## config.mk

```make
export PLATFORM = sky130hd
export DESIGN_NAME = lcd_panel_writer
export DESIGN_NICKNAME = d
export VERILOG_FILES = /design/src/rtl/lcd_panel_writer.sv
export SDC_FILE = /design/constraint.sdc
export NUM_CORES = 1
export LEC_CHECK = 0
export ABC_AREA = 1
export ABC_CLOCK_PERIOD_IN_PS = 3100
export CAP_MARGIN = 30
export CORE_MARGIN = 4
export CORE_UTILIZATION = 50
export DETAILED_ROUTE_END_ITERATION = 10
export GPL_TIMING_DRIVEN = 0
export PLACE_DENSITY = 0.67
export SYNTH_ARGS = -nofsm -noshare
export SYNTH_HDL_FRONTEND = slang
export SYNTH_SLANG_ARGS = --single-unit
```

## constraint.sdc

```tcl
create_clock -name clk -period 3.1 [get_ports clk]
set_input_delay 0.62 -clock clk [delete_from_list [all_inputs] [get_ports clk]]
set_output_delay 0.62 -clock clk [all_outputs]
set_load 0.01 [all_outputs]
```

## src/rtl/lcd_panel_writer.sv

```systemverilog
// Ping-pong capture of 9-pixel window bursts, replayed to the LCD panel bus
// with a timed setup/strobe/hold cycle per pixel.
module lcd_panel_writer #(
  parameter int WE_WIDTH = 2
) (
  input  logic       clk,
  input  logic       reset,
  input  logic [7:0] pix_in,
  input  logic       pix_valid,
  output logic       ready,
  output logic [7:0] lcd_data,
  output logic [3:0] lcd_addr,
  output logic       lcd_rs,
  output logic       lcd_we,
  output logic       frame_done,
  output logic       overflow
);

  typedef enum logic [2:0] {
    S_IDLE   = 3'd0,
    S_SETUP  = 3'd1,
    S_STROBE = 3'd2,
    S_HOLD   = 3'd3,
    S_DONE   = 3'd4
  } state_t;

  localparam logic [2:0] STROBE_LAST = 3'(WE_WIDTH - 1);

  logic [7:0] mem_r [0:1][0:8];
  logic [1:0] full_r;
  logic       wbank_r;
  logic [3:0] widx_r;
  logic       rbank_r;
  logic [3:0] ridx_r;
  logic [2:0] cnt_r;
  state_t     state_r;

  logic [7:0] lcd_data_r;
  logic [3:0] lcd_addr_r;
  logic       lcd_rs_r;
  logic       lcd_we_r;
  logic       frame_done_r;
  logic       overflow_r;

  logic       release_s;
  logic       ready_s;
  logic       accept_s;
  logic [3:0] ridx_nxt_s;

  // Panel row boundaries fall on pixels 0, 3 and 6 of the 3x3 window.
  function automatic logic row_start(input logic [3:0] idx);
    row_start = (idx == 4'd0) || (idx == 4'd3) || (idx == 4'd6);
  endfunction

  // Bank release during DONE is visible to the writer in the same cycle.
  always_comb begin
    release_s  = (state_r == S_DONE);
    ready_s    = !full_r[wbank_r] || (release_s && (rbank_r == wbank_r));
    accept_s   = pix_valid && ready_s;
    ridx_nxt_s = ridx_r + 4'd1;
  end

  assign ready      = ready_s;
  assign lcd_data   = lcd_data_r;
  assign lcd_addr   = lcd_addr_r;
  assign lcd_rs     = lcd_rs_r;
  assign lcd_we     = lcd_we_r;
  assign frame_done = frame_done_r;
  assign overflow   = overflow_r;

  // Write side: capture pixels into the write bank, track bank-full flags.
  always_ff @(posedge clk) begin
    if (reset) begin
      for (int b = 0; b < 2; b++) begin
        for (int i = 0; i < 9; i++) begin
          mem_r[b][i] <= 8'd0;
        end
      end
      full_r     <= 2'b00;
      wbank_r    <= 1'b0;
      widx_r     <= 4'd0;
      overflow_r <= 1'b0;
    end else begin
      if (release_s) begin
        full_r[rbank_r] <= 1'b0;
      end
      if (pix_valid) begin
        if (accept_s) begin
          mem_r[wbank_r][widx_r] <= pix_in;
          if (widx_r == 4'd8) begin
            full_r[wbank_r] <= 1'b1;
            widx_r          <= 4'd0;
            wbank_r         <= ~wbank_r;
          end else begin
            widx_r <= widx_r + 4'd1;
          end
        end else begin
          overflow_r <= 1'b1;
        end
      end
    end
  end

  // Reader FSM: outputs are loaded on entry to each state so they track it.
  always_ff @(posedge clk) begin
    if (reset) begin
      state_r      <= S_IDLE;
      rbank_r      <= 1'b0;
      ridx_r       <= 4'd0;
      cnt_r        <= 3'd0;
      lcd_data_r   <= 8'd0;
      lcd_addr_r   <= 4'd0;
      lcd_rs_r     <= 1'b0;
      lcd_we_r     <= 1'b0;
      frame_done_r <= 1'b0;
    end else begin
      case (state_r)
        S_IDLE: begin
          lcd_we_r     <= 1'b0;
          lcd_rs_r     <= 1'b0;
          frame_done_r <= 1'b0;
          if (full_r[rbank_r]) begin
            state_r    <= S_SETUP;
            lcd_data_r <= mem_r[rbank_r][ridx_r];
            lcd_addr_r <= ridx_r;
            lcd_rs_r   <= row_start(ridx_r);
          end else begin
            state_r <= S_IDLE;
          end
        end
        S_SETUP: begin
          state_r  <= S_STROBE;
          lcd_we_r <= 1'b1;
          cnt_r    <= STROBE_LAST;
        end
        S_STROBE: begin
          if (cnt_r == 3'd0) begin
            state_r  <= S_HOLD;
            lcd_we_r <= 1'b0;
            lcd_rs_r <= 1'b0;
          end else begin
            cnt_r <= cnt_r - 3'd1;
          end
        end
        S_HOLD: begin
          if (ridx_r < 4'd8) begin
            state_r    <= S_SETUP;
            ridx_r     <= ridx_nxt_s;
            lcd_data_r <= mem_r[rbank_r][ridx_nxt_s];
            lcd_addr_r <= ridx_nxt_s;
            lcd_rs_r   <= row_start(ridx_nxt_s);
          end else begin
            state_r      <= S_DONE;
            frame_done_r <= 1'b1;
          end
        end
        S_DONE: begin
          frame_done_r <= 1'b0;
          rbank_r      <= ~rbank_r;
          ridx_r       <= 4'd0;
          // Chain straight into the other bank when it is already waiting.
          if (full_r[~rbank_r]) begin
            state_r    <= S_SETUP;
            lcd_data_r <= mem_r[~rbank_r][0];
            lcd_addr_r <= 4'd0;
            lcd_rs_r   <= 1'b1;
          end else begin
            state_r <= S_IDLE;
          end
        end
        default: begin
          state_r      <= S_IDLE;
          lcd_we_r     <= 1'b0;
          lcd_rs_r     <= 1'b0;
          frame_done_r <= 1'b0;
        end
      endcase
    end
  end

endmodule
```

==> impl_metrics.json <==
{
  "clock_skew_ps": 10.39,
  "ir_worst_vdd_mv": 0.3542,
  "area_growth_pct": 12.76,
  "fp.dieH_um": 145.5,
  "cts_root_buf": "clkbuf_16",
  "whs_ps": 458.3,
  "drt-wirelength-per-cell_um": 21.18,
  "critical_path_class": "reg -> reg",
  "p_leak_nw": 4.587,
  "start_util_pct": 50.67,
  "syn-cell-area_sq_mm": 0.009447,
  "gp_congestion": 0.9882,
  "synth_seq_area_share_pct": 53.19,
  "antenna_found_initial": 1,
  "clock_latency_ps": 440,
  "clk_pin_slew_worst_paths_ps": 80,
  "cts_hold_buf": 0,
  "cts_sinks": 179,
  "max_clock_freq_mhz": 341.5,
  "maxCapViolations": 0,
  "first_iter_violations": 1245,
  "wirelength_um": 31300,
  "synth.area.top_cells": "edfxtp_1 (46%), nand2_1 (17%), dfxtp_1 (7.4%)",
  "finalCritPeriodShare_pct": 94.45,
  "htreeDepth": 4,
  "ys.flop_type": "edfxtp_1",
  "grt_max_degree": 20,
  "timing.slew.headroom_pct": 33.67,
  "outcome": "finished clean",
  "powerDensity_mw_per_mm2": 508.5,
  "startpoint_type": "flip-flop",
  "grt_first_pass_wirelength_um": 46610,
  "grt_usage_pct": 29.43,
  "setup-violations-final": 0,
  "synth-edff-count": 144,
  "fin_crit_ps": 2928,
  "rr_worst_depth": 13,
  "dr.pass1.iters": 5,
  "drt-vias-per-instance": 5.761,
  "async_reset_ff_share_pct": 0,
  "place_hpwl_um": 22840,
  "grt_overflow": 0,
  "cts_buffers": 17,
  "drive_above_1_share_pct": 7.878,
  "num_rows": 50,
  "postRouteAntennaNets": 0,
  "hold_viol": 0,
  "port_buffers": 25,
  "fillers": 1718,
  "utilization_pct": 57.13,
  "cts_buffer_depth": 2,
  "ys.warnings.count": 0,
  "syn_inst": 1181,
  "min_path_type": "reg -> reg",
  "io_pins": 28,
  "fin_cells": 1478,
  "crit_required_ps": 3480,
  "setup_tns_ps": 0,
  "yosys.area.top_type": "edfxtp_1",
  "avgSynthCellArea_sq_um": 7.999,
  "whs_path_depth": 2,
  "cts_tree": "done",
  "dieArea_sq_mm": 0.02116,
  "die_w_um": 145.5,
  "cp_max_fo": 12,
  "crit_arrival_ps": 3310,
  "ys_types": 36,
  "nets": 1253,
  "fp.coreArea_sq_mm": 0.01864,
  "synth-seq-cells": 179,
  "first_global_vias": 7773,
  "worst_setup_path_end_kind": "flip-flop",
  "via_count": 8515,
  "dp.cells": 1443,
  "synth_top_area_share_pct": 45.77,
  "worst_pin_slew_ps": 995.0,
  "rsz0062_at_grt": "false",
  "slew_viol_final": 0,
  "n_antenna_cell": 0,
  "syn-num-nets": 1203,
  "drc": 0
}
==> timing repair <==
action / in CTS / in global routing
gates resized for setup: 5 / 6
pin swaps: 0 / 1
gates cloned: 0 / 0
buffers inserted: 0 / 2
setup endpoints to repair: 8 / 32
==> cell usage in the layout, fill, tap and decap left out, types with 5 or more instances in the layout <==
master and instances:
inv_1 84, o21ai_1 5, nor2_1 120, inv_6 5
o21ai_0 37, nand3_1 126, clkbuf_16 17, nand3_4 5
nand4_1 7, nor2_2 20, edfxtp_1 144, dfxtp_1 35
clkdlybuf4s50_1 25, o211ai_1 7, o21bai_1 6, nor3_1 28
buf_2 17, ha_1 11, nand2_1 426, or2_1 5
clkbuf_1 39, a21oi_1 26, inv_2 8
==> synth_stat cells (4+ instances only) <==
master / count
a21oi_1: 26
buf_1: 4
buf_2: 13
clkbuf_1: 43
dfxtp_1: 35
edfxtp_1: 144
ha_1: 11
inv_1: 84
inv_2: 8
nand2_1: 426
nand3_1: 126
nand3_4: 5
nand4_1: 7
nor2_1: 124
nor2_2: 18
nor3_1: 28
o211ai_1: 7
o21ai_0: 37
o21ai_1: 5
o21bai_1: 6
or2_1: 5
==> area by class of cell <==
| cell class | count | area, sq um | share of cell area, % |
|---|---|---|---|
| plain buffers | 61 | 269.0 | 2.526 |
| clock buffers | 17 | 425.4 | 3.994 |
| clock inverters | 15 | 172.7 | 1.621 |
| inverters | 94 | 352.8 | 3.313 |
| multi-input cells | 846 | 3821 | 35.87 |
| flip-flops and latches | 179 | 5025 | 47.17 |
| well taps | 234 | 292.8 | 2.749 |
| repair buffers | 32 | 292.8 | 2.749 |
==> worst paths after layout <==
path                            startpoint     endpoint  slack, ps
worst max-delay path             ridx_r[0]  lcd_data[3]        170
worst min-delay path            frame_done   frame_done        460
worst max register to register   ridx_r[0]  lcd_data[3]        170
worst min register to register  frame_done   frame_done        460
==> worst max-delay path, cell delays in order, from the launching register on <==
cell      delay [ps]
dfxtp_1          460
inv_2            170
clkbuf_2         320
ha_1             430
clkbuf_2         370
buf_2            370
nand3_1          180
nand3_1          100
nand2_1           50
nand3_1          110
nand2_1           70
nand3_1          120
nand2_1           60
inv_1             40
==> logic make-up after synthesis <==
logic type               Yosys count  synth area share [%]
AO/OA/AOI/OAI                     87                 5.139
XOR/XNOR                           1               0.09273
adder cells (fa/ha/maj)           11                 1.457
buffers and inverters            156                 6.569
flip-flops                       179                 53.19
AND/OR/NAND/NOR                  747                 33.55
==> through the flow <==
| step | setup WS [ps] | power (mW) | cell area, sq um |
|---|---|---|---|
| final | 172.0 | 5.416 | 10650 |
| after global routing | 17.02 | 5.584 | 10650 |
| after global placement | -707.6 | 3.260 | 9990 |
| after detailed placement | -637.7 | 3.273 | 10010 |
| after CTS | 12.42 | 5.411 | 10610 |
| after floorplan | 586.4 | 3.098 | 9447 |
==> flip-flops by register name (all words and copies together) (netlist names), named ones only <==
name,flops
cnt_r,3
full_r,2
lcd_addr,4
ridx_r,4
overflow,1
widx_r,4
lcd_rs,1
rbank_r,1
state_r,3
mem_r,144
lcd_data,8
frame_done,1
lcd_we,1
wbank_r,1
==> metal layers <==
| metal | global-route usage [%] | vias up | wire [um] | share of wire [%] |
|---|---|---|---|---|
| met3 | 5.232 | 59 | 3328 | 11 |
| met5 | 0 | - | 0 | 0 |
| li1 | - | 3963 | - | - |
| met2 | 46.37 | 470 | 14440 | 46 |
| met1 | 41.82 | 4023 | 12670 | 40 |
| met4 | 9.212 | 0 | 859 | 2.7 |
==> where the power goes <==
part           switching (mW)  internal (mW)
clock                    1.04           1.15
sequential             0.0524           2.78
combinational           0.309         0.0890
(Power assumes the default switching activity.)
